<file path="src/rtl/pipe_msgbus_ctrl_if.sv">
// MAC-side PIPE message bus bundle: per-lane register requests, responses,
// decoded PHY writes and the raw M2P/P2M bytes (lane i in element i).
interface pipe_msgbus_ctrl_if #(parameter int NUM_LANES = 4);
  logic [NUM_LANES-1:0]        req_valid;
  logic [NUM_LANES-1:0]        req_ready;
  logic [NUM_LANES-1:0][1:0]   req_cmd;
  logic [NUM_LANES-1:0][11:0]  req_addr;
  logic [NUM_LANES-1:0][7:0]   req_data;
  logic [NUM_LANES-1:0]        rsp_valid;
  logic [NUM_LANES-1:0]        rsp_kind;
  logic [NUM_LANES-1:0]        rsp_err;
  logic [NUM_LANES-1:0][7:0]   rsp_data;
  logic [NUM_LANES-1:0][7:0]   M2P_MessageBus;
  logic [NUM_LANES-1:0][7:0]   P2M_MessageBus;
  logic [NUM_LANES-1:0]        phy_wr_valid;
  logic [NUM_LANES-1:0]        phy_wr_committed;
  logic [NUM_LANES-1:0][11:0]  phy_wr_addr;
  logic [NUM_LANES-1:0][7:0]   phy_wr_data;

  modport master (
    output req_valid, req_cmd, req_addr, req_data, P2M_MessageBus,
    input  req_ready, rsp_valid, rsp_kind, rsp_err, rsp_data, M2P_MessageBus,
           phy_wr_valid, phy_wr_committed, phy_wr_addr, phy_wr_data
  );

  modport slave (
    input  req_valid, req_cmd, req_addr, req_data, P2M_MessageBus,
    output req_ready, rsp_valid, rsp_kind, rsp_err, rsp_data, M2P_MessageBus,
           phy_wr_valid, phy_wr_committed, phy_wr_addr, phy_wr_data
  );
endinterface

</file>
<file path="src/rtl/pipe_msgbus_ctrl.sv">
// PIPE message bus controller: one independent TX serialiser / RX decoder
// per lane, with automatic write_ack generation for PHY committed writes.
module pipe_msgbus_lane #(parameter int TIMEOUT = 64) (
    input  logic        PCLK,
    input  logic        Reset,
    input  logic        reqValid,
    output logic        reqReady,
    input  logic [1:0]  reqCmd,
    input  logic [11:0] reqAddr,
    input  logic [7:0]  reqData,
    output logic        rspValid,
    output logic        rspKind,
    output logic        rspErr,
    output logic [7:0]  rspData,
    output logic [7:0]  m2p,
    input  logic [7:0]  p2m,
    output logic        phyWrValid,
    output logic        phyWrCommitted,
    output logic [11:0] phyWrAddr,
    output logic [7:0]  phyWrData
);
    localparam int CW = $clog2(TIMEOUT + 1);
    localparam logic [CW-1:0] T_LAST = CW'(TIMEOUT - 1);
    localparam logic [7:0] ACK_BYTE = 8'h50;

    typedef enum logic [2:0] {IDLE, TX_ADDR, TX_DATA, WAIT_RSP, TX_ACK} txState_t;
    typedef enum logic [1:0] {RIDLE, RADDR, RDATA, RCDATA} rxState_t;

    txState_t txState, txNxt;
    rxState_t rxState, rxNxt;
    logic retWait, retWaitNxt, ackPend, ackPendNxt;
    logic [1:0] cmdQ, cmdNxt;
    logic [11:0] addrQ, addrNxt, rxAddr, rxAddrNxt;
    logic [7:0] dataQ, dataNxt, m2pNxt, rspDataNxt, phyWrDataNxt;
    logic [CW-1:0] cnt, cntNxt;
    logic rxCom, rxComNxt, rspValidNxt, rspKindNxt, rspErrNxt;
    logic phyWrValidNxt, phyWrCommittedNxt;
    logic [11:0] phyWrAddrNxt;
    logic setAck, cplEvt, ackEvt, isRead, match;

    // RX events are combinational so the response lands one cycle after the byte
    assign cplEvt   = (rxState == RCDATA);
    assign ackEvt   = (rxState == RIDLE) && (p2m[7:4] == 4'h5);
    assign isRead   = (cmdQ == 2'b10);
    assign match    = isRead ? cplEvt : ackEvt;
    assign reqReady = (txState == IDLE) && !ackPend;

    always_comb begin
        rxNxt = rxState; rxAddrNxt = rxAddr; rxComNxt = rxCom; setAck = 1'b0;
        phyWrValidNxt = 1'b0; phyWrCommittedNxt = phyWrCommitted;
        phyWrAddrNxt = phyWrAddr; phyWrDataNxt = phyWrData;
        case (rxState)
            RIDLE: begin
                if (p2m[7:4] == 4'h1 || p2m[7:4] == 4'h2) begin
                    rxNxt = RADDR; rxAddrNxt[11:8] = p2m[3:0]; rxComNxt = (p2m[7:4] == 4'h2);
                end else if (p2m[7:4] == 4'h4) begin
                    rxNxt = RCDATA;
                end
            end
            RADDR: begin rxAddrNxt[7:0] = p2m; rxNxt = RDATA; end
            RDATA: begin
                phyWrValidNxt = 1'b1; phyWrCommittedNxt = rxCom;
                phyWrAddrNxt = rxAddr; phyWrDataNxt = p2m;
                setAck = rxCom; rxNxt = RIDLE;
            end
            default: rxNxt = RIDLE;
        endcase
    end

    always_comb begin
        txNxt = txState; retWaitNxt = retWait; cmdNxt = cmdQ; addrNxt = addrQ;
        dataNxt = dataQ; cntNxt = cnt; ackPendNxt = ackPend | setAck; m2pNxt = 8'h00;
        rspValidNxt = 1'b0; rspKindNxt = rspKind; rspErrNxt = rspErr; rspDataNxt = rspData;
        case (txState)
            IDLE: begin
                if (ackPend) begin
                    txNxt = TX_ACK; retWaitNxt = 1'b0; m2pNxt = ACK_BYTE; ackPendNxt = setAck;
                end else if (reqValid) begin
                    cmdNxt = reqCmd; addrNxt = reqAddr; dataNxt = reqData;
                    if (reqCmd != 2'b11) begin
                        txNxt = TX_ADDR;
                        m2pNxt = {{2'b00, reqCmd} + 4'd1, reqAddr[11:8]};
                    end
                end
            end
            TX_ADDR: begin
                m2pNxt = addrQ[7:0];
                if (isRead) begin txNxt = WAIT_RSP; cntNxt = '0; end
                else txNxt = TX_DATA;
            end
            TX_DATA: begin
                m2pNxt = dataQ;
                if (cmdQ == 2'b01) begin txNxt = WAIT_RSP; cntNxt = '0; end
                else txNxt = IDLE;
            end
            WAIT_RSP: begin
                if (match) begin
                    txNxt = IDLE; rspValidNxt = 1'b1; rspKindNxt = !isRead;
                    rspErrNxt = 1'b0; rspDataNxt = isRead ? p2m : 8'h00;
                end else if (ackPend) begin
                    txNxt = TX_ACK; retWaitNxt = 1'b1; m2pNxt = ACK_BYTE; ackPendNxt = setAck;
                end else if (cnt == T_LAST) begin
                    txNxt = IDLE; rspValidNxt = 1'b1; rspKindNxt = !isRead;
                    rspErrNxt = 1'b1; rspDataNxt = 8'h00;
                end else begin
                    cntNxt = cnt + 1'b1;
                end
            end
            TX_ACK: begin
                // a completion arriving while the ack goes out must not be lost
                if (retWait && match) begin
                    txNxt = IDLE; rspValidNxt = 1'b1; rspKindNxt = !isRead;
                    rspErrNxt = 1'b0; rspDataNxt = isRead ? p2m : 8'h00;
                end else begin
                    txNxt = retWait ? WAIT_RSP : IDLE;
                end
            end
            default: txNxt = IDLE;
        endcase
    end

    always_ff @(posedge PCLK or negedge Reset) begin
        if (!Reset) begin
            txState <= IDLE; rxState <= RIDLE; retWait <= 1'b0; ackPend <= 1'b0;
            cmdQ <= '0; addrQ <= '0; dataQ <= '0; cnt <= '0; m2p <= '0;
            rspValid <= 1'b0; rspKind <= 1'b0; rspErr <= 1'b0; rspData <= '0;
            rxAddr <= '0; rxCom <= 1'b0;
            phyWrValid <= 1'b0; phyWrCommitted <= 1'b0; phyWrAddr <= '0; phyWrData <= '0;
        end else begin
            txState <= txNxt; rxState <= rxNxt; retWait <= retWaitNxt; ackPend <= ackPendNxt;
            cmdQ <= cmdNxt; addrQ <= addrNxt; dataQ <= dataNxt; cnt <= cntNxt; m2p <= m2pNxt;
            rspValid <= rspValidNxt; rspKind <= rspKindNxt; rspErr <= rspErrNxt; rspData <= rspDataNxt;
            rxAddr <= rxAddrNxt; rxCom <= rxComNxt;
            phyWrValid <= phyWrValidNxt; phyWrCommitted <= phyWrCommittedNxt;
            phyWrAddr <= phyWrAddrNxt; phyWrData <= phyWrDataNxt;
        end
    end
endmodule

module pipe_msgbus_ctrl #(
    parameter int NUM_LANES = 4,
    parameter int TIMEOUT   = 64
) (
    input logic PCLK,
    input logic Reset,
    pipe_msgbus_ctrl_if.slave bus
);
    for (genvar i = 0; i < NUM_LANES; i++) begin : gLane
        pipe_msgbus_lane #(.TIMEOUT(TIMEOUT)) uLane (
            .PCLK           (PCLK),
            .Reset          (Reset),
            .reqValid       (bus.req_valid[i]),
            .reqReady       (bus.req_ready[i]),
            .reqCmd         (bus.req_cmd[i]),
            .reqAddr        (bus.req_addr[i]),
            .reqData        (bus.req_data[i]),
            .rspValid       (bus.rsp_valid[i]),
            .rspKind        (bus.rsp_kind[i]),
            .rspErr         (bus.rsp_err[i]),
            .rspData        (bus.rsp_data[i]),
            .m2p            (bus.M2P_MessageBus[i]),
            .p2m            (bus.P2M_MessageBus[i]),
            .phyWrValid     (bus.phy_wr_valid[i]),
            .phyWrCommitted (bus.phy_wr_committed[i]),
            .phyWrAddr      (bus.phy_wr_addr[i]),
            .phyWrData      (bus.phy_wr_data[i])
        );
    end
endmodule
</file>
<file path="src/flat_wrapper.sv">
// flat-port wrapper written by rule: the top's interface ports become plain ports
module pipe_msgbus_ctrl_flat 
#(
    parameter int NUM_LANES = 4,
    parameter int TIMEOUT   = 64
)
  (PCLK, Reset, bus_req_valid, bus_req_cmd, bus_req_addr, bus_req_data, bus_P2M_MessageBus, bus_req_ready, bus_rsp_valid, bus_rsp_kind, bus_rsp_err, bus_rsp_data, bus_M2P_MessageBus, bus_phy_wr_valid, bus_phy_wr_committed, bus_phy_wr_addr, bus_phy_wr_data);
  pipe_msgbus_ctrl_if #(.NUM_LANES(NUM_LANES)) bus_i ();
  input logic PCLK;
  input logic Reset;
  input wire logic [$bits(bus_i.req_valid)-1:0] bus_req_valid;
  input wire logic [$bits(bus_i.req_cmd)-1:0] bus_req_cmd;
  input wire logic [$bits(bus_i.req_addr)-1:0] bus_req_addr;
  input wire logic [$bits(bus_i.req_data)-1:0] bus_req_data;
  input wire logic [$bits(bus_i.P2M_MessageBus)-1:0] bus_P2M_MessageBus;
  output wire logic [$bits(bus_i.req_ready)-1:0] bus_req_ready;
  output wire logic [$bits(bus_i.rsp_valid)-1:0] bus_rsp_valid;
  output wire logic [$bits(bus_i.rsp_kind)-1:0] bus_rsp_kind;
  output wire logic [$bits(bus_i.rsp_err)-1:0] bus_rsp_err;
  output wire logic [$bits(bus_i.rsp_data)-1:0] bus_rsp_data;
  output wire logic [$bits(bus_i.M2P_MessageBus)-1:0] bus_M2P_MessageBus;
  output wire logic [$bits(bus_i.phy_wr_valid)-1:0] bus_phy_wr_valid;
  output wire logic [$bits(bus_i.phy_wr_committed)-1:0] bus_phy_wr_committed;
  output wire logic [$bits(bus_i.phy_wr_addr)-1:0] bus_phy_wr_addr;
  output wire logic [$bits(bus_i.phy_wr_data)-1:0] bus_phy_wr_data;
  assign bus_i.req_valid = bus_req_valid;
  assign bus_i.req_cmd = bus_req_cmd;
  assign bus_i.req_addr = bus_req_addr;
  assign bus_i.req_data = bus_req_data;
  assign bus_i.P2M_MessageBus = bus_P2M_MessageBus;
  assign bus_req_ready = bus_i.req_ready;
  assign bus_rsp_valid = bus_i.rsp_valid;
  assign bus_rsp_kind = bus_i.rsp_kind;
  assign bus_rsp_err = bus_i.rsp_err;
  assign bus_rsp_data = bus_i.rsp_data;
  assign bus_M2P_MessageBus = bus_i.M2P_MessageBus;
  assign bus_phy_wr_valid = bus_i.phy_wr_valid;
  assign bus_phy_wr_committed = bus_i.phy_wr_committed;
  assign bus_phy_wr_addr = bus_i.phy_wr_addr;
  assign bus_phy_wr_data = bus_i.phy_wr_data;
  pipe_msgbus_ctrl #(.NUM_LANES(NUM_LANES), .TIMEOUT(TIMEOUT)) u_core (.PCLK(PCLK), .Reset(Reset), .bus(bus_i));
endmodule
</file>
<file path="config.mk">
export PLATFORM = sky130hd
export DESIGN_NAME = pipe_msgbus_ctrl_flat
export DESIGN_NICKNAME = d
export VERILOG_FILES = /design/src/rtl/pipe_msgbus_ctrl_if.sv /design/src/rtl/pipe_msgbus_ctrl.sv /design/src/flat_wrapper.sv
export SDC_FILE = /design/constraint.sdc
export NUM_CORES = 1
export LEC_CHECK = 0
export CORE_MARGIN = 2
export CORE_UTILIZATION = 52
export DETAILED_ROUTE_END_ITERATION = 6
export PLACE_DENSITY_LB_ADDON = 0.1
export SETUP_SLACK_MARGIN = 0.1
export SLEW_MARGIN = 20
export SYNTH_ARGS = -nofsm -noshare
export SYNTH_HDL_FRONTEND = slang
export SYNTH_SLANG_ARGS = --single-unit
</file>
<file path="constraint.sdc">
create_clock -name PCLK -period 2 [get_ports PCLK]
set_input_delay 0.2 -clock PCLK [delete_from_list [all_inputs] [get_ports PCLK]]
set_output_delay 0.2 -clock PCLK [all_outputs]
set_load 0.02 [all_outputs]
</file>
* Yosys cells after proc, flatten, opt, wreduce, memory -nomap -nowiden
Cells that the tools add are included.
Storage, ports and cells: register bits after elaboration 344, output and inout port bits 168, input port bits 126
Cells by class: equal/unequal tests 116, bitwise operators 8, mux-type cells 228, $add $sub $neg 8, reduce and logical (&&, ||, !) cells 68
Operator list (count):
- $mux 7 | 40
- $mux 8 | 20
- $pmux 8 s4 | 4
- $mux 1 | 84
- $pmux 7 s3 | 4
- $mux 3 | 24
- $ne 2x2->1 const B | 36
- $pmux 8 s2 | 4
- $pmux 3 s5 | 4
- $mux 2 | 20
- $pmux 1 s2 | 20
- $ne 3x3->1 const B | 12
- $eq 4x3->1 const B | 8
- $reduce_and 4->1 | 8
- $add 7x1->7 const B | 4
- $eq 7x6->1 const B | 4
- $eq 2x2->1 const B | 12
- $eq 3x2->1 const B | 8
- $reduce_and 3->1 | 8
- $reduce_and 6->1 | 4
- $eq 2x1->1 const B | 8
- $eq 4x1->1 const B | 4
- $eq 4x2->1 const B | 4
- $ne 4x4->1 const B | 4
- 16 further kinds | 80

* Depth between registers and ports, before layout
Gate-level depths: netlist of the first run.
depth in word-level cells 6, depth in mapped cells 7, mapped depth without buffers 6

* Modules after synthesis
Synthesis of the first run repeated with hierarchy kept, for this count alone.
Second synthesis, totals: cells, all modules 1308, area, all modules 14984.4 µm²
Modules (own cells, without submodules):
- pipe_msgbus_lane (u_core.gLane[1].uLane ...) | area each 3721.1 µm², cells each 324, instances 2
- pipe_msgbus_lane (u_core.gLane[0].uLane) | area each 3847.4 µm², cells each 331, instances 1
- pipe_msgbus_lane (u_core.gLane[3].uLane) | area each 3694.8 µm², cells each 329, instances 1

* Least setup slack after synthesis of the first run
OpenSTA, ideal clock, no wires.
path type register to register, start point register u_core.gLane[0].uLane.cmdQ[0], end point register u_core.gLane[0].uLane.cnt[3], arrival time 1.792 ns, buffers on the path 1, period minus slack after synthesis 1.869 ns, slack 0.131 ns, library setup time 0.078 ns, stages on the path, launching flop included 7, cell sequence dfrtp_1 -> nand2b_1 -> a41o_1 -> o21ba_1 -> buf_2 -> or4_1 -> a21oi_1
Between the ends: cells in the longest elaborated chain, start to end 4
Ends and longest elaborated chain:
- from (decl) | line pipe_msgbus_ctrl.sv:32 | logic [1:0] cmdQ, cmdNxt;
- from (signal assigned) | line pipe_msgbus_ctrl.sv:131 | cmdQ <= cmdNxt; addrQ <= addrNxt; dataQ <= dataNxt; cnt <= cntNxt; m2p <= m2pNxt;
- $eq 2x2->1 | line pipe_msgbus_ctrl.sv:44 | assign isRead = (cmdQ == 2'b10);
- $mux 1 | line pipe_msgbus_ctrl.sv:45 | assign match = isRead ? cplEvt : ackEvt;
- $ne 2x2->1 (no source line)
- $reduce_and 6->1 (no source line) *
- to (signal assigned) | line pipe_msgbus_ctrl.sv:131
- to (decl) | line pipe_msgbus_ctrl.sv:35 | logic [CW-1:0] cnt, cntNxt;
Mark *: on every way between the ends. The rest lies on a longest branch, timed or not. A chain may end at the register's enable or synchronous reset.

* Final worst setup path of the first run
start point register u_core.gLane[0].uLane.cmdQ[1], end point register u_core.gLane[0].uLane.cnt[5]
The elaborated chain is that of the path after synthesis.

==> flow_metrics.py, run 1 <==
metrics = {
    "run_status": {
        "status": "completed",
    },
    "timing": {
        "min_period_over_period_pct": 96.9,
        "final.setup_skew_ns": 0.0165,
        "min_period_ns": 1.94,
        "finalSetupViolCount": 0,
        "fmax_ghz": 0.516,
        "rsz0062_at_grt": "true",
        "hold_violations": 0,
        "holdWs_ns": 0.214,
        "relSlewSlack_pct": 51.4,
        "tightest_slew_ns": 0.726,
        "maxSlewViolCount": 0,
        "setup_slack_ns": 0.0615,
    },
    "clocking": {
        "clk_path_buf_depth": 3,
        "cts_tree": "done",
        "htreeDepth": 2,
        "clock_sinks": 344,
        "worst_skew_pair.late_latency_ns": 0.51,
        "cts.reportedPaths.clkPinSlew_ns": 0.06,
        "numCtsBuffers": 37,
        "cts_root_buf": "clkbuf_16",
    },
    "global_routing": {
        "overflow": 0,
        "grt_pass1_wl_um": 58200,
        "antenna_found_initial": 0,
        "gr-usage-all-layers_pct": 24.8,
        "grt_pass1_vias": 11315,
        "grt_max_degree": 60,
    },
    "drt": {
        "drc": 0,
        "via_per_inst": 5.34,
        "wirelength_um": 36200,
        "first_pass_iters": 7,
        "final_antenna_net_count": 0,
        "drt-initial-drc-count": 753,
        "route.vias.total": 11374,
        "wire_per_inst_um": 17.0,
    },
    "final_layout": {
        "fin_util_pct": 72.5,
        "diodes": 0,
        "syn_to_final_growth_pct": 37.9,
        "final_layout_size_suffix_gt1_share_pct": 20.6,
        "final_nets": 1859,
        "final_cells": 2128,
    },
    "worst_hold_path": {
        "hp-class": "in2async",
    },
    "logic_synthesis": {
        "yosys_warnings": 0,
        "synth-edff-count": 0,
        "synthCells": 1345,
        "netlist_area_sq_um": 14500,
        "synthFlopType": "dfrtp_1",
        "yosysTopAreaCellShare_pct": 59.3,
        "yosys_register_bits": 344,
        "synth_top_area_cell": "dfrtp_1",
        "async_reset_ff_share_pct": 100,
        "synth_fp_nets": 1479,
        "synth_area_leaders": "dfrtp_1 (59%), nand2_1 (9.3%), mux2_2 (8.1%), o21ai_0 (1.8%), a22o_1 (1.7%)",
        "syn_area_per_cell_sq_um": 10.8,
        "synth_cell_types": 70,
        "seq_area_frac_synth_pct": 59.3,
    },
    "pwr": {
        "p_per_area_nw_per_um2": 1450,
        "p_leak_nw": 9.35,
        "peakVddDrop_mv": 0.991,
    },
    "floorplan": {
        "die_w_um": 171,
        "start_util_pct": 52.5,
        "dieHeight_um": 171,
        "fp-row-count": 61,
        "core_area_sq_um": 27600,
        "dieArea_sq_um": 29300,
        "ios": 294,
    },
    "critical_path": {
        "critPathSlowestCell": "dfrtp_1",
        "endpoint_kind": "flop",
        "path_cells": "buf_4 > nand4bb_4 > a31o_1 > or3_1 > or3_4 > a21oi_2",
        "worstPathRequired_ns": 2.44,
        "crit_arrival_ns": 2.38,
        "cp-start-kind": "flop",
        "path_buf_inv": 1,
        "crit_type": "reg2reg",
        "crit_family": "simple AND/OR/NAND/NOR gates",
        "path_max_fanout": 4,
        "cpPeakStageDelay_ns": 0.39,
    },
    "place": {
        "dp_cells": 2049,
        "port_buffers": 293,
        "place_congestion": 0.867,
        "dp_hpwl_um": 25500,
        "dp_slack_ns": -0.323,
    },
    "flow_run": {
        "maxCapViolCount": 0,
    },
}
[layout by cell type (no fill, tap or decap), types with 10 or more instances in the layout]
cell,count
dfrtp_1,332
inv_1,45
clkinv_2,10
dfrtp_2,12
clkbuf_16,39
nand2b_1,18
a22oi_1,10
nand2_1,358
a222oi_1,19
nor2_1,37
mux2_2,104
a21oi_1,29
clkdlybuf4s50_1,288
nor2b_1,16
o21ai_0,49
a22o_1,29
nand3_1,20
buf_4,121
[cell type report]
type                    instances  area (sq um)
clock buffers                  51          1070
clock inverters                13           119
inverters                      47           176
multi-input cells             874          5590
well taps                     378           473
repair buffers                421          3970
flip-flops and latches        344          8620
fillers                      2074          7610
[worst register-to-register path, stage by stage, from the launching register on]
cell,delay [ns]
dfrtp_1,0.39
buf_4,0.17
nand4bb_4,0.20
a31o_1,0.26
or3_1,0.38
or3_4,0.34
a21oi_2,0.14
[per-stage QoR]
step           total power [W]  area [sq um]  setup TNS [ns]
6_report                0.0290         20000               0
4_1_cts                 0.0289         19700               0
2_1_floorplan           0.0171         14500               0
5_1_grt                 0.0308         20000         -0.0135
3_5_place_dp            0.0220         18400           -5.35
3_3_place_gp            0.0216         18400           -2.59
[state kept, by name, indices dropped and copies added (netlist names), 8 cells and up]
signal                        cells
u_core.gLane.uLane.cmdQ           8
u_core.gLane.uLane.rspData       32
u_core.gLane.uLane.phyWrData     32
u_core.gLane.uLane.rxAddr        48
u_core.gLane.uLane.cnt           28
u_core.gLane.uLane.m2p           32
u_core.gLane.uLane.rxState        8
u_core.gLane.uLane.addrQ         32
u_core.gLane.uLane.txState       12
u_core.gLane.uLane.dataQ         32
u_core.gLane.uLane.phyWrAddr     48
[worst paths after layout]
| path | startpoint | slack, ns | end | depth (start not counted) |
|---|---|---|---|---|
| worst max-delay path | u_core.gLane[0].uLane.cmdQ[1]$_DFFE_PN0P_ | 0.06 | u_core.gLane[0].uLane.cnt[5]$_DFFE_PN0P_ | 6 |
| worst min-delay path | Reset | 0.21 | u_core.gLane[2].uLane.rxAddr[9]$_DFFE_PN0P_ | 2 |
| worst max register to register | u_core.gLane[0].uLane.cmdQ[1]$_DFFE_PN0P_ | 0.06 | u_core.gLane[0].uLane.cnt[5]$_DFFE_PN0P_ | 6 |
| worst min register to register | u_core.gLane[0].uLane.rxAddr[5]$_DFFE_PN0P_ | 0.46 | u_core.gLane[0].uLane.phyWrAddr[5]$_DFFE_PN0N_ | 2 |
| max in group asynchronous | Reset | 1.05 | u_core.gLane[0].uLane.txState[2]$_DFFE_PN0P_ | 3 |
| min in group PCLK | bus_req_data[2] | 0.21 | u_core.gLane[0].uLane.dataQ[2]$_DFFE_PN0P_ | 3 |
[report_power, final]
part / leakage (nW) / switching [W] / internal [W]
Sequential: 4.30 / 0.00165 / 0.00953
Combinational: 4.45 / 0.00563 / 0.00556
Clock: 0.597 / 0.00268 / 0.00400
[synthesized netlist by cell type, drive strengths merged (6+ instances only)]
cell type / number
a21o: 6
a21oi: 34
a222oi: 19
a22o: 29
a22oi: 10
a31oi: 9
buf: 39
clkbuf: 41
dfrtp: 344
ha: 8
inv: 46
mux2: 104
nand2: 359
nand2b: 20
nand3: 21
nand3b: 9
nor2: 42
nor2b: 20
nor3: 15
nor3b: 8
nor4: 11
o21ai: 55
or3: 10
xor2: 6
[metal layers]
metal | wire length [um] | track usage (%)
met5 | 0 | 0
met4 | 940 | 7.55
met3 | 2090 | 4.60
met2 | 18300 | 42.4
met1 | 14900 | 32.2
[repair_timing]
action | 4_1_cts | 5_1_grt
cloned | 0 | 1
resized for setup | 27 | 60
buffers inserted | 6 | 7
setup endpoints to repair | 27 | 57
pin swaps | 4 | 18
hold buffers | 1 | 0
hold endpoints to repair | 48 | 0
[kinds of logic (layout without fill, tap and decap cells)]
group | Yosys count | in the layout | synth area share (%)
xor+xnor | 7 | 7 | 0.422
simple gates | 545 | 545 | 17.2
fa+ha+maj | 8 | 8 | 0.690
compound gates | 207 | 207 | 10.1
buf+inv | 127 | 532 | 4.02
mux | 107 | 107 | 8.28
flops | 344 | 344 | 59.3
Note: power is estimated with default switching activity, not from simulation.
==> run 2: changes to the inputs <==
Settings changed: CORE_UTILIZATION 52 to 45, GPL_TIMING_DRIVEN set to 0.
==> run 2 against run 1 <==
  * Die area up 15%
  * Total power up 1.8%
  * Sequential cell count unchanged
  * Combinational power up 4%
  * Cell count up 1.7%
  * Sequential power about the same
  * Wire length up 1.4%
  * Fmax down 2.8%
  * Largest cell class unchanged
==> flow_metrics.py, run 2 (synthesis results as in run 1) <==
metrics = {
    "run_status": {
        "status": "completed",
    },
    "timing": {
        "min_period_over_period_pct": 99.7,
        "final.setup_skew_ns": 0.0263,
        "maxSlewViolCount": 0,
        "tns_ns": 0,
        "fmax_ghz": 0.502,
        "min_period_ns": 1.99,
        "relSlewSlack_pct": 44.0,
        "finalSetupViolCount": 0,
        "tightest_slew_ns": 0.838,
        "setup_slack_ns": 0.00627,
        "hold_violations": 0,
        "rsz0062_at_grt": "true",
    },
    "floorplan": {
        "core_area_sq_um": 31600,
        "dieHeight_um": 184,
        "dieArea_sq_um": 33700,
        "die_w_um": 184,
        "ios": 294,
        "fp-row-count": 65,
        "start_util_pct": 45.9,
    },
    "final_layout": {
        "fillers": 2555,
        "final_nets": 1869,
        "final_cells": 2164,
        "syn_to_final_growth_pct": 39.9,
        "mostFrequentLayoutCells": "nand2_1 (355), dfrtp_1 (329), clkdlybuf4s50_1 (281), mux2_2 (104), buf_4 (81)",
        "final_layout_size_suffix_gt1_share_pct": 21.0,
        "top_regs": "u_core.gLane.uLane.phyWrAddr: 48 flops, u_core.gLane.uLane.rxAddr: 48 flops",
        "layout_commonest_cell": "nand2_1",
    },
    "global_routing": {
        "gr-usage-all-layers_pct": 21.1,
        "grt_pass1_wl_um": 57500,
        "overflow": 0,
        "antenna_found_initial": 1,
        "grt_pass1_vias": 11149,
        "grt_max_degree": 84,
    },
    "critical_path": {
        "crit_family": "simple AND/OR/NAND/NOR gates",
        "cpPeakStageDelay_ns": 0.41,
        "rrSetupSlack_ns": 0.04,
        "r2r_end": "u_core.gLane[0].uLane.cnt[5]$_DFFE_PN0P_",
        "worstPathRequired_ns": 1.80,
        "r2r-start": "u_core.gLane[0].uLane.txState[1]$_DFFE_PN0P_",
        "crit_type": "reg2out",
        "path_cells": "buf_6 > or3_4 > nor2_4 > buf_6 > buf_6",
        "cp-start-kind": "flop",
        "reg2reg_depth": 6,
        "path_max_fanout": 5,
        "critPathSlowestCell": "dfrtp_1",
        "crit_top_cell": "buf_6",
        "crit_arrival_ns": 1.79,
        "endpoint_kind": "primary output",
        "path_buf_inv": 3,
    },
    "drt": {
        "wirelength_um": 36700,
        "wire_per_inst_um": 17.0,
        "route.vias.total": 11289,
        "via_per_inst": 5.22,
        "drt-initial-drc-count": 661,
        "first_pass_iters": 6,
        "drc": 0,
        "final_antenna_net_count": 0,
    },
    "clocking": {
        "clk_path_buf_depth": 3,
        "cts_tree": "done",
        "cts.reportedPaths.clkPinSlew_ns": 0.06,
        "numCtsBuffers": 38,
        "clock_sinks": 344,
        "cts_root_buf": "clkbuf_16",
        "worst_skew_pair.late_latency_ns": 0.52,
        "htreeDepth": 2,
    },
    "flow_run": {
        "maxCapViolCount": 0,
    },
    "worst_hold_path": {
        "hp-class": "in2reg",
        "hold_depth": 3,
        "holdPathEnd": "u_core.gLane[2].uLane.phyWrData[4]$_DFFE_PN0N_",
        "hold_start": "bus_P2M_MessageBus[20]",
    },
    "place": {
        "dp_slack_ns": -0.531,
        "place_congestion": 0.821,
        "dp_cells": 2037,
        "port_buffers": 286,
        "dp_hpwl_um": 25300,
    },
    "pwr": {
        "p_per_area_nw_per_um2": 1460,
        "total_power_w": 0.0296,
        "p_leak_nw": 9.37,
        "peakVddDrop_mv": 0.854,
    },
}
==> run 2: worst max path at each step <==
| stage | start | end | slack, ns | cells past startpoint |
|---|---|---|---|---|
| after floorplan | u_core.gLane[0].uLane.cmdQ[0]$_DFFE_PN0P_ | u_core.gLane[0].uLane.cnt[3]$_DFFE_PN0P_ | 0.13 | 6 |
| after global placement | Reset | u_core.gLane[3].uLane.dataQ[2]$_DFFE_PN0P_ | -14.35 | 1 |
| after detailed placement | bus_P2M_MessageBus[14] | u_core.gLane[1].uLane.cnt[5]$_DFFE_PN0P_ | -0.53 | 6 |
| after CTS | u_core.gLane[0].uLane.txState[2]$_DFFE_PN0P_ | bus_req_ready[0] | -0.05 | 5 |
| after global routing | u_core.gLane[0].uLane.txState[0]$_DFFE_PN0P_ | bus_req_ready[0] | -0.05 | 5 |
| final | u_core.gLane[0].uLane.txState[0]$_DFFE_PN0P_ | bus_req_ready[0] | 0.006 | 5 |
==> run 2: metal layers <==
metal  GRT usage (%)  routed length, um
met2            34.2              17200
met5               0                  0
met1            28.8              16500
met3            4.54               2210
met4            5.79                794
==> run 2: power breakdown <==
part | internal, W | leakage [nW] | switching [W]
Combinational | 0.00578 | 4.47 | 0.00583
Sequential | 0.00953 | 4.30 | 0.00164
Clock | 0.00409 | 0.600 | 0.00270
Total | 0.0194 | 9.37 | 0.0102
==> run 2: final cells by class <==
class,instances,area (sq um),area share [%]
Tap cell,402,503,2.48
Sequential cell,344,8630,42.5
Multi-Input combinational cell,874,5800,28.6
Buffer,72,459,2.26
Clock buffer,57,1110,5.49
Inverter,47,176,0.869
Antenna cell,1,2.50,0.0123
Clock inverter,9,98.8,0.487
Timing Repair Buffer,358,3520,17.3
==> run 2: what timing repair did <==
action                                  CTS  global route
buffers inserted                         23            39
gates resized for setup                  77           108
hold endpoints to repair                104             0
gates cloned                              0             3
hold buffers                              3             0
endpoints found under the setup margin  126            81
pin swaps                                13            28
==> run 2: through the flow <==
step	hold slack [ns]	instance area [sq um]	utilization, %
final	0.0174	20300	64.2
after CTS	0.00371	19600	62.1
after floorplan	-0.0956	14500	-
after global routing	0.0219	20300	64.2
after detailed placement	0.130	18000	56.9
after global placement	0.442	17900	56.5
==> run 2: worst min-delay path, cell delays in order <==
cell and delay, ns:
buf_2 0.17, nand2_1 0.08, nand2_1 0.05
==> edit 1 (flow settings as in run 2) <==
The 5 states of `txState_t` get a Gray code encoding in 3 bits.
--- a/src/rtl/pipe_msgbus_ctrl.sv
+++ b/src/rtl/pipe_msgbus_ctrl.sv
@@ -24,5 +24,5 @@
     localparam logic [7:0] ACK_BYTE = 8'h50;
 
-    typedef enum logic [2:0] {IDLE, TX_ADDR, TX_DATA, WAIT_RSP, TX_ACK} txState_t;
+    typedef enum logic [2:0] {IDLE = 3'b000, TX_ADDR = 3'b001, TX_DATA = 3'b011, WAIT_RSP = 3'b010, TX_ACK = 3'b110} txState_t;
     typedef enum logic [1:0] {RIDLE, RADDR, RDATA, RCDATA} rxState_t;
 
Function: same outputs for any inputs over 4 cycles, from zero or initial values and one cycle with Reset low; so few cycles prove little.
==> edit 1 against run 2 <==
  * The flow now finishes with violations (negative setup slack)
  * First-iteration DRC count down 19%
  * Worst setup slack worse by 18 ps
  * Largest power group unchanged
  * Sequential cell count unchanged
  * Maximum frequency down 0.89%
  * Final area down 0.36%
  * Synthesized area down 0.15%
  * Count of clock-buffer cells in the layout down 4
  * Power up 2.5%
  * Synthesized cell count down 2.4%
  * Wire length down 2.7%
==> edit 1: results (changes against run 2) <==
Run status: finished, violations left
Violated checks: negative setup slack
Initial antenna violation count: 0 (-1)
Met3 WL: 2120 um (-3.9%)
Worst setup margin: -11.7 ps (-18.0 ps)
Port Buffers: 283 (-1.0%)
Drt wl/cell: 16.9 um (-0.54%)
Seq pwr share: 37.2% (-0.6 points)
Crit Path Category: reg2reg
Met2 Track Usage GR: 33.6% (-0.69 points)
M3 GR Usage: 5.17% (+0.63 points)
Commonest cells post-synth: dfrtp_1 (344), nand2_1 (321), mux2_2 (89)
Pleak: 9.13 nW (-2.5%)
RePlAce Congestion: 0.785 (-4.4%)
Met2 wire len: 16700 um (-2.9%)
Post-Synthesis Cells: 1313 (-2.4%)
Hpwl dp: 24200 um (-4.4%)
# setup viols final: 1 (+1)
Largest net degree at the start of global routing: 92 (+9.5%)
Hold Path End: u_core.gLane[2].uLane.phyWrData[6]
Placed Cells incl. Taps: 2001 (-1.8%)
Internal power: 19.9 mW (+2.6%)
Critical Path AT: 2460 ps (+670 ps)
Area of placed instances: 18000 sq um (-0.20%)
Synth top area cells: dfrtp_1 (59%), nand2_1 (8.3%), mux2_2 (6.9%), mux2_1 (2.6%), mux2i_1 (2.3%)
Pre-CTS setup slack: -634 ps (-103 ps)
Cell depth of the worst flop-to-flop path: 5 (-1)
Setup TNS: -11.7 ps (-11.7 ps)
DRT met1 WL: 16000 um (-2.9%)
Initial drt markers: 534 (-19%)
Synth Net Count: 1447 (-2.2%)
Share of layout cells above drive strength 1: 18.9% (-2.1 points)
CP Max Fanout: 6 (+1)
Hold Path Origin: bus_P2M_MessageBus[22]
# diodes: 0 (-1)
[edit 1: cell types whose count changed after synthesis, sizes merged, moves of 13 or more]
cell           run 2  this run
mux2             104       123
a222oi            19         0
o21ai             55        74
nand2            359       321
mux2i              3        34
inv               46        33
[edit 1: cells by family after synthesis]
kind of cell | share of synthesized area (%)
and+or+nand+nor | 14.7
DFF | 59.4
AOI/OAI and AO/OA | 8.99
muxes | 11.9
buffers and inverters | 3.68
xor gates and xnor gates | 0.665
adders and majority gates | 0.691
[edit 1: critical path, delay by kind of cell, from the launching register on]
kind	cells	cell delay (ps)
and+or+nand+nor	2	1010
AOI/OAI and AO/OA	3	480
DFF	1	460
[edit 1: cell type report]
class	count	area (sq um)
multi-input cells	855	5860
flip-flops and latches	344	8620
repair buffers	340	3420
clock inverters	11	140
plain buffers	78	484
clock buffers	53	1080
inverters	33	124
fillers	2587	11400
well taps	402	503
==> edit 2 (settings of run 2) <==
Without the edit above. `NUM_LANES` is set to 4 in 3 places; all go to 2.
--- a/src/rtl/pipe_msgbus_ctrl_if.sv
+++ b/src/rtl/pipe_msgbus_ctrl_if.sv
@@ -1,5 +1,5 @@
 // MAC-side PIPE message bus bundle: per-lane register requests, responses,
 // decoded PHY writes and the raw M2P/P2M bytes (lane i in element i).
-interface pipe_msgbus_ctrl_if #(parameter int NUM_LANES = 4);
+interface pipe_msgbus_ctrl_if #(parameter int NUM_LANES = 2);
   logic [NUM_LANES-1:0]        req_valid;
   logic [NUM_LANES-1:0]        req_ready;
--- a/src/rtl/pipe_msgbus_ctrl.sv
+++ b/src/rtl/pipe_msgbus_ctrl.sv
@@ -139,5 +139,5 @@
 
 module pipe_msgbus_ctrl #(
-    parameter int NUM_LANES = 4,
+    parameter int NUM_LANES = 2,
     parameter int TIMEOUT   = 64
 ) (
--- a/src/flat_wrapper.sv
+++ b/src/flat_wrapper.sv
@@ -2,5 +2,5 @@
 module pipe_msgbus_ctrl_flat 
 #(
-    parameter int NUM_LANES = 4,
+    parameter int NUM_LANES = 2,
     parameter int TIMEOUT   = 64
 )
Interface: changed (15 resized); port bits go from 294 to 148. The function was not compared with the original's and may differ.
==> edit 2 against run 2 <==
  * Final area shrank 48%
  * Sequential cell count shrank 172
  * Power shrank 50%
  * Worst setup slack gained 25 ps
  * Synthesized area shrank 47%
  * Sequential power shrank 50%
  * Wire length shrank 50%
  * Critical path type unchanged
  * Critical endpoint unchanged
==> edit 2: results (changes against run 2) <==
Max IR drop VDD: 799 uV (-6.4%)
Commonest cells post-synth: dfrtp_1 (172), nand2_1 (159), mux2_2 (61)
Pre-CTS setup slack: -248 ps (+283 ps)
1st-pass router iterations: 5 (-1)
Largest net degree at the start of global routing: 88 (+4.8%)
Pleak: 4.73 nW (-50%)
Proportion of synthesized area in mux cells: 11.9% (+3.6 points)
Seq pwr share: 37.6% (-0.2 points)
Run status: complete, no violations
Critical Path AT: 1770 ps (-20 ps)
Port Buffers: 142 (-50%)
Compound-cell area share of the yosys netlist: 9.57% (-0.56 points)
CP Max Fanout: 7 (+2)
CP peak stage delay: 540 ps (+130 ps)
Deepest clock path buffer count: 2 (-1)
Worst Clk Skew: 9.56 ps (-16.8 ps)
GR Util met1: 25.9% (-2.9 points)
Reg-to-Reg End: u_core.gLane[0].uLane.addrQ[4]
Slowest cell on crit path: or4_4
First-pass GRT wire length: 29800 um (-48%)
Worst-skew pair later-pin latency: 420 ps (-100 ps)
Gr usage total: 20.7% (-0.36 points)
Mean post-synth cell area: 11.1 sq um (+2.9%)
Post-synthesis cell type count: 69 (-1.4%)
Post-CTS Setup Inserts: 10 (-57%)
Part of the Yosys area used for sequential elements: 56.4% (-2.9 points)
Internal power: 9.77 mW (-50%)
RePlAce Congestion: 0.807 (-1.7%)
M3 GR Usage: 4.38% (-0.15 points)
Biggest regs: u_core.gLane.uLane.phyWrAddr: 24 flops, u_core.gLane.uLane.rxAddr: 24 flops
Drt wl/cell: 16.4 um (-3.2%)
Initial drt markers: 301 (-54%)
XOR/XNOR share of the synthesized area: 0.459% (+0.037 points)
Fin Hold WS: 104 ps (+87.1 ps)
Via/cell ratio: 5.15 (-1.3%)
Area of placed instances: 9370 sq um (-48%)
Hold Buf Count CTS: 1 (-2)
# H-tree levels: 4 (+2)
# diodes: 0 (-1)
Hold Path End: u_core.gLane[0].uLane.phyWrData[5]
Adder-cell share of the synthesized area: 0.656% (-0.033 points)
-- edit 2: changes by cell type in the layout (fill, tap and decap cells not counted), moves of 15 or more --
cell	delta
a21oi_1	-19
a222oi_1	-15
clkbuf_1	-20
clkdlybuf4s50_1	-142
buf_4	-51
nand2_1	-196
o21ai_0	-36
dfrtp_1	-161
mux2_2	-55
mux2i_1	+15
a22o_1	-20
clkbuf_16	-22
-- edit 2: layer usage --
layer | wire, um | part of all wire [%]
met1 | 7810 | 43
met2 | 9790 | 54
met3 | 500 | 2.7
met4 | 142 | 0.78
met5 | 0 | 0
-- edit 2: cell type report --
| class | instances | area [sq um] | share of cell area [%] |
|---|---|---|---|
| Sequential cell | 172 | 4310 | 41.0 |
| Multi-Input combinational cell | 439 | 3170 | 30.2 |
| Timing Repair Buffer | 172 | 1760 | 16.8 |
| Clock buffer | 18 | 439 | 4.18 |
| Tap cell | 220 | 275 | 2.62 |
| Buffer | 42 | 264 | 2.51 |
| Clock inverter | 14 | 156 | 1.49 |
| Inverter | 34 | 130 | 1.24 |
